==> src/rtl/fp_div_issue.sv <==
// fp_div_issue: flow-control / special-case stage around the free-running fpDiv core.
// Operand pairs are accepted on a valid/ready handshake and registered into the core.
// A tag pipeline follows each pair through the core latency. Results are buffered in a
// show-ahead FIFO, and a credit counter keeps that FIFO from overflowing.
// Optional feature macro: FP_DIV_ISSUE_SPECIAL_EN enables IEEE-754 special-case override
// and the {div_by_zero, invalid} flags. With the macro undefined, out_flags is always 0.
module fp_div_issue #(
    parameter int LATENCY = 28,
    parameter int DEPTH   = 4
) (
    input  logic        aclk,
    input  logic        reset,
    input  logic        in_valid,
    output logic        in_ready,
    input  logic [31:0] in_value1,
    input  logic [31:0] in_value2,
    output logic [31:0] div_value1,
    output logic [31:0] div_value2,
    input  logic [31:0] div_result,
    output logic        out_valid,
    input  logic        out_ready,
    output logic [31:0] out_result,
    output logic [1:0]  out_flags
);
    localparam int PW = (DEPTH > 1) ? $clog2(DEPTH) : 1;
    localparam int AW = PW + 1;               // extra wrap bit distinguishes full from empty
    localparam int CW = $clog2(DEPTH + 1);

`ifdef FP_DIV_ISSUE_SPECIAL_EN
    typedef struct packed {
        logic        valid;
        logic        special;
        logic [1:0]  flags;
        logic [31:0] special_value;
    } tag_t;

    typedef struct packed {
        logic [31:0] result;
        logic [1:0]  flags;
    } entry_t;
`else
    typedef struct packed {
        logic valid;
    } tag_t;

    typedef struct packed {
        logic [31:0] result;
    } entry_t;
`endif

    logic          in_hs, out_hs, wr_en;
    logic [CW-1:0] credits_q, credits_d;
    logic [31:0]   div_value1_q, div_value1_d, div_value2_q, div_value2_d;
    tag_t          tag_in;
    tag_t          tag_q [LATENCY];
    tag_t          tag_d [LATENCY];
    tag_t          tag_out;
    entry_t        mem_q [DEPTH];
    entry_t        mem_d [DEPTH];
    entry_t        wr_entry, rd_entry;
    logic [AW-1:0] wr_ptr_q, wr_ptr_d, rd_ptr_q, rd_ptr_d;

    // in_ready comes only from the registered credit count, so nothing from out_ready leaks in
    assign in_ready = (credits_q != CW'(DEPTH)) && !reset;
    assign in_hs    = in_valid && in_ready;
    assign out_hs   = out_valid && out_ready;

    assign div_value1 = div_value1_q;
    assign div_value2 = div_value2_q;

    // Credit bookkeeping: one credit per outstanding operation (in flight or buffered)
    always_comb begin
        credits_d = credits_q;
        if (in_hs && !out_hs) begin
            credits_d = credits_q + CW'(1);
        end else if (!in_hs && out_hs) begin
            credits_d = credits_q - CW'(1);
        end
    end

    // Operand registers feeding the core; hold when nothing is accepted
    always_comb begin
        div_value1_d = in_hs ? in_value1 : div_value1_q;
        div_value2_d = in_hs ? in_value2 : div_value2_q;
    end

`ifdef FP_DIV_ISSUE_SPECIAL_EN
    logic a_zero, a_fin, a_inf, a_nan, b_zero, b_fin, b_inf, b_nan, q_sign;

    assign a_zero = (in_value1[30:0] == 31'd0);
    assign a_fin  = (in_value1[30:23] != 8'hFF);
    assign a_inf  = !a_fin && (in_value1[22:0] == 23'd0);
    assign a_nan  = !a_fin && (in_value1[22:0] != 23'd0);
    assign b_zero = (in_value2[30:0] == 31'd0);
    assign b_fin  = (in_value2[30:23] != 8'hFF);
    assign b_inf  = !b_fin && (in_value2[22:0] == 23'd0);
    assign b_nan  = !b_fin && (in_value2[22:0] != 23'd0);
    assign q_sign = in_value1[31] ^ in_value2[31];

    // Classify the incoming pair; the first matching rule wins
    always_comb begin
        tag_in       = '0;
        tag_in.valid = in_hs;
        if (a_nan || b_nan || (a_zero && b_zero) || (a_inf && b_inf)) begin
            tag_in.special       = 1'b1;
            tag_in.flags         = 2'b01;
            tag_in.special_value = 32'h7FC0_0000;
        end else if (a_fin && !a_zero && b_zero) begin
            tag_in.special       = 1'b1;
            tag_in.flags         = 2'b10;
            tag_in.special_value = {q_sign, 8'hFF, 23'd0};
        end else if (a_inf && b_fin) begin
            tag_in.special       = 1'b1;
            tag_in.special_value = {q_sign, 8'hFF, 23'd0};
        end else if (a_fin && b_inf) begin
            tag_in.special       = 1'b1;
            tag_in.special_value = {q_sign, 31'd0};
        end else if (a_zero && b_fin) begin
            // 0/0 was already taken by the invalid rule, so the divisor here is non-zero
            tag_in.special       = 1'b1;
            tag_in.special_value = {q_sign, 31'd0};
        end
    end
`else
    // Without special-case handling the tag only marks a live operation
    always_comb begin
        tag_in       = '0;
        tag_in.valid = in_hs;
    end
`endif

    // Tag shift register kept in lock-step with the core pipeline
    always_comb begin
        tag_d[0] = tag_in;
        for (int i = 1; i < LATENCY; i++) begin
            tag_d[i] = tag_q[i-1];
        end
    end

    assign tag_out = tag_q[LATENCY-1];
    assign wr_en   = tag_out.valid;

    // Select the FIFO write word: core quotient unless the tag carries an override
    always_comb begin
        wr_entry        = '0;
        wr_entry.result = div_result;
`ifdef FP_DIV_ISSUE_SPECIAL_EN
        wr_entry.flags  = tag_out.flags;
        if (tag_out.special) begin
            wr_entry.result = tag_out.special_value;
        end
`endif
    end

    // FIFO pointer and storage update; credits guarantee no write while full
    always_comb begin
        mem_d    = mem_q;
        wr_ptr_d = wr_ptr_q;
        rd_ptr_d = rd_ptr_q;
        if (wr_en) begin
            mem_d[wr_ptr_q[PW-1:0]] = wr_entry;
            wr_ptr_d                = wr_ptr_q + AW'(1);
        end
        if (out_hs) begin
            rd_ptr_d = rd_ptr_q + AW'(1);
        end
    end

    assign out_valid  = (wr_ptr_q != rd_ptr_q);
    assign rd_entry   = mem_q[rd_ptr_q[PW-1:0]];
    // Gate with out_valid so an empty FIFO shows zeros rather than stale data
    assign out_result = out_valid ? rd_entry.result : 32'd0;
`ifdef FP_DIV_ISSUE_SPECIAL_EN
    assign out_flags  = out_valid ? rd_entry.flags : 2'b00;
`else
    assign out_flags  = 2'b00;
`endif

    // Control state with synchronous reset; reset discards everything in flight
    always_ff @(posedge aclk) begin
        if (reset) begin
            credits_q    <= '0;
            div_value1_q <= '0;
            div_value2_q <= '0;
            wr_ptr_q     <= '0;
            rd_ptr_q     <= '0;
            for (int i = 0; i < LATENCY; i++) begin
                tag_q[i] <= '0;
            end
        end else begin
            credits_q    <= credits_d;
            div_value1_q <= div_value1_d;
            div_value2_q <= div_value2_d;
            wr_ptr_q     <= wr_ptr_d;
            rd_ptr_q     <= rd_ptr_d;
            for (int i = 0; i < LATENCY; i++) begin
                tag_q[i] <= tag_d[i];
            end
        end
    end

    // FIFO storage needs no reset: pointers alone decide what is valid
    always_ff @(posedge aclk) begin
        for (int i = 0; i < DEPTH; i++) begin
            mem_q[i] <= mem_d[i];
        end
    end

endmodule

==> config.mk <==
export PLATFORM = sky130hd
export DESIGN_NAME = fp_div_issue
export DESIGN_NICKNAME = d
export VERILOG_FILES = /design/src/rtl/fp_div_issue.sv
export SDC_FILE = /design/constraint.sdc
export NUM_CORES = 1
export LEC_CHECK = 0
export ABC_AREA = 1
export CAP_MARGIN = 30
export CELL_PAD_IN_SITES_DETAIL_PLACEMENT = 1
export CELL_PAD_IN_SITES_GLOBAL_PLACEMENT = 1
export CORE_MARGIN = 1.5
export CORE_UTILIZATION = 30
export CTS_CLUSTER_SIZE = 14
export DETAILED_ROUTE_END_ITERATION = 6
export MAX_ROUTING_LAYER = met4
export PLACE_DENSITY = 0.63
export SLEW_MARGIN = 20
export SYNTH_ARGS = -nofsm -noshare
export SYNTH_HDL_FRONTEND = slang
export SYNTH_SLANG_ARGS = --single-unit
==> constraint.sdc <==
create_clock -name aclk -period 3.7 [get_ports aclk]
set_input_delay 0.37 -clock aclk [delete_from_list [all_inputs] [get_ports aclk]]
set_output_delay 0.37 -clock aclk [all_outputs]
set_load 0.1 [all_outputs]
==> impl_metrics.tcl <==
set metrics [dict create \
    fmax_mhz 343 \
    fin_ws_ns 0.784 \
    arrival_ns 2.55 \
    ioPinCount 200 \
    synth-xor-area-share 0.00102 \
    start_kind "flip-flop" \
    synth-edff-count 128 \
    p_sw_mw 2.48 \
    synthSimpleGateAreaFrac 0.176 \
    synth_top_family_by_area "simple AND/OR/NAND/NOR gates" \
    drive_gt1_frac 0.120 \
    grt_usage 0.163 \
    cts_buffers 26 \
    ys_ff_latch 229 \
    p_leak_nw 4.58 \
    fp-row-count 61 \
    setup_viol 0 \
    synth.distinct_cells 22 \
    post-route-util 0.432 \
    cts_max_path_buffers 3 \
    path_cells "buf_4 -> nor2_1 -> nor2_1 -> o21ai_0 -> a21oi_1 -> buf_12" \
    ys_seq_area_frac 0.681 \
    cp_common_cell "nor2_1" \
    final.fill_count 3093 \
    drt-wirelength-per-cell_um 16.2 \
    ys_warn_count 0 \
    max-vdd-ir-drop_uv 280 \
    place_area_um2 11200 \
    grt_setup_unrepaired "no" \
    cp_max_fo 46 \
    die_h_um 172 \
    wl_met2_um 10600 \
    start_util 0.307 \
    ant_nets 0 \
    holdWs_ns 0.385 \
    maxUsedRoutingLayer "met4" \
    avgViaCountPerCell 4.48 \
    status "finished clean" \
    grt_pass1_wl_um 36100 \
    num_antenna_cells 0 \
    finalHoldViolCount 0 \
    grt_pass1_vias 6708 \
    crit_type "reg2out" \
    synth_area_leaders "edfxtp_1 (45%), dfxtp_1 (23%), nor2_1 (7.0%)" \
    clkLatencyLatePin_ns 0.52 \
    overflow 0 \
    power_frac_comb 0.266 \
    syn_area_per_cell_um2 10.4 \
    drc 0 \
    wl_met3_um 2170 \
    fin_nets 1118 \
    tritoncts "done" \
    clkSlewWorstSetupHoldPaths_ns 0.06 \
    clock-root-buffer "clkbuf_16" \
    synth_area_um2 8610 \
    synth-main-ff-cell "edfxtp_1" \
    dieWidth_um 172 \
    antenna_found_initial 0 \
    drv_cap 0 \
    worst_pin_slew_ns 1.03 \
    gp_congestion 0.720 \
    finalPower_mw 7.39 \
    die_area_um2 29700 \
    drv_slew 0 \
    portBuffers 197 \
    met1_length_um 9640 \
    muxShareOfSynthArea 0 \
    grt_max_degree 74 \
    clock_power_share 0.351 \
    syn_to_final_growth_pct 40.4 \
    critPathCaptureType "output port" \
    relSlewSlack 0.310 \
    h-tree-depth 1 \
    cts.hold.buffers_added 0 \
    ctsResizeCount 0 \
    switching_share 0.336 \
    fin_tns_setup_ns 0 \
    synthAdderAreaFrac 0.0110 \
    worstPathRequired_ns 3.33 \
    power_density_nw_per_um2 611 \
    syn_inst 824 \
    final_cell_area_um2 12100 \
    finalCritPeriodShare 0.788 \
    place_hpwl_um 14300 \
    min_period_ns 2.92 \
    dr.pass1.iters 4 \
    num_vias 6304 \
    synth-compound-area-share 0.0776 \
    slowest_stage "dfxtp_2" \
    multi_input_area_um2 2290 \
    core_um2 28000 \
    postCtsSetupBuffers 0 \
    cts_sinks 229 \
    p_seq_frac 0.383 \
    pre_cts_slack_ns 1.22 \
    final_cells 1408 \
    p_int_mw 4.91 \
    drt_iter0_drc 279 \
    placedCellCount 1361 \
    regArea_um2 5870 \
    yosysTopAreaCellShare 0.447 \
    async_reset_ff_frac 0 \
    critPathTopFamily "buffers and inverters" \
    hp-class "in2reg" \
    slowest_delay_ns 0.63 \
    cp_num_buf_inv 2 \
    drt-total-wl_um 22800 \
    synth_top_cell_by_area "edfxtp_1" \
    worst_clock_skew_ns 0.00558 \
]
## Yosys cell counts (2+ instances only)
cell and number:
nor2_1 160, a21oi_1 11, buf_4 7, inv_1 42, nand3_1 68, nand2_1 145, a21oi_2 30, nand2_2 2
buf_2 22, buf_1 4, buf_6 3, clkbuf_1 15, o21ai_0 70, edfxtp_1 128, ha_1 6, inv_2 5
dfxtp_1 101
## power groups by stage
stage	registers, mW	logic [mW]	clock network [mW]
2_1_floorplan	3.39	0.829	0
3_3_place_gp	2.88	1.97	0
3_5_place_dp	2.88	1.98	0
4_1_cts	2.83	1.99	2.67
5_1_grt	2.84	2.07	2.78
6_report	2.83	1.96	2.59
## cell type report
class	instances	area share
timing repair buffer	209	0.199
multi-input combinational	497	0.190
clock buffer	34	0.0607
inverter	48	0.0151
sequential	229	0.485
tap	378	0.0391
clock inverter	13	0.0112
## sequential cells by signal (all words and copies together), names as in the netlist
name	flops
mem_q	128
div_value1	32
div_value2	32
tag_q	28
credits_q	3
rd_ptr_q	3
wr_ptr_q	3
## final timing paths
kind / from / to / slack (ns) / cells after the start
max: rd_ptr_q[0]$_SDFFE_PP0P_ / out_result[24] / 0.78 / 6
min: in_value2[2] / div_value2[2]$_SDFFE_PP0P_ / 0.39 / 3
max reg2reg: rd_ptr_q[0]$_SDFFE_PP0P_ / credits_q[2]$_SDFFE_PP0P_ / 1.43 / 13
min reg2reg: tag_q[0][0]$_SDFF_PP0_ / tag_q[0][1]$_SDFF_PP0_ / 0.40 / 2
## placed cells by master, fill, tap and decap left out, types with 5 or more instances in the layout
| cell type | n |
|---|---|
| a21oi_1 | 11 |
| a21oi_2 | 30 |
| buf_12 | 34 |
| buf_4 | 12 |
| clkbuf_16 | 27 |
| clkdlybuf4s50_1 | 163 |
| clkinv_1 | 6 |
| dfxtp_1 | 100 |
| edfxtp_1 | 128 |
| ha_1 | 6 |
| inv_1 | 42 |
| inv_2 | 5 |
| nand2_1 | 145 |
| nand3_1 | 68 |
| nor2_1 | 160 |
| o21ai_0 | 70 |
## metal layers
layer,up-vias,global-route usage
li1,3086,-
met1,2997,0.189
met2,198,0.267
met3,23,0.0618
met4,0,0.0382
met5,-,-
## worst reg2reg max path: stages, from the launching register on
cell and delay, ns:
dfxtp_2 0.63, nand2_1 0.13, nand2_2 0.11, nand3_4 0.16, nand2_1 0.14, ha_1 0.19
inv_1 0.06, fa_1 0.35, inv_1 0.07, a21oi_1 0.05, o21ai_0 0.10, nand2_1 0.08
nand2_1 0.06, nor2_1 0.05
## cell families after synthesis
family	Yosys count
buffers and inverters	99
other	1
DFF	229
and+or+nand+nor	376
AOI/OAI and AO/OA	111
adders and majority gates	7
xor gates and xnor gates	1
Power figures use the tool's default switching activity.
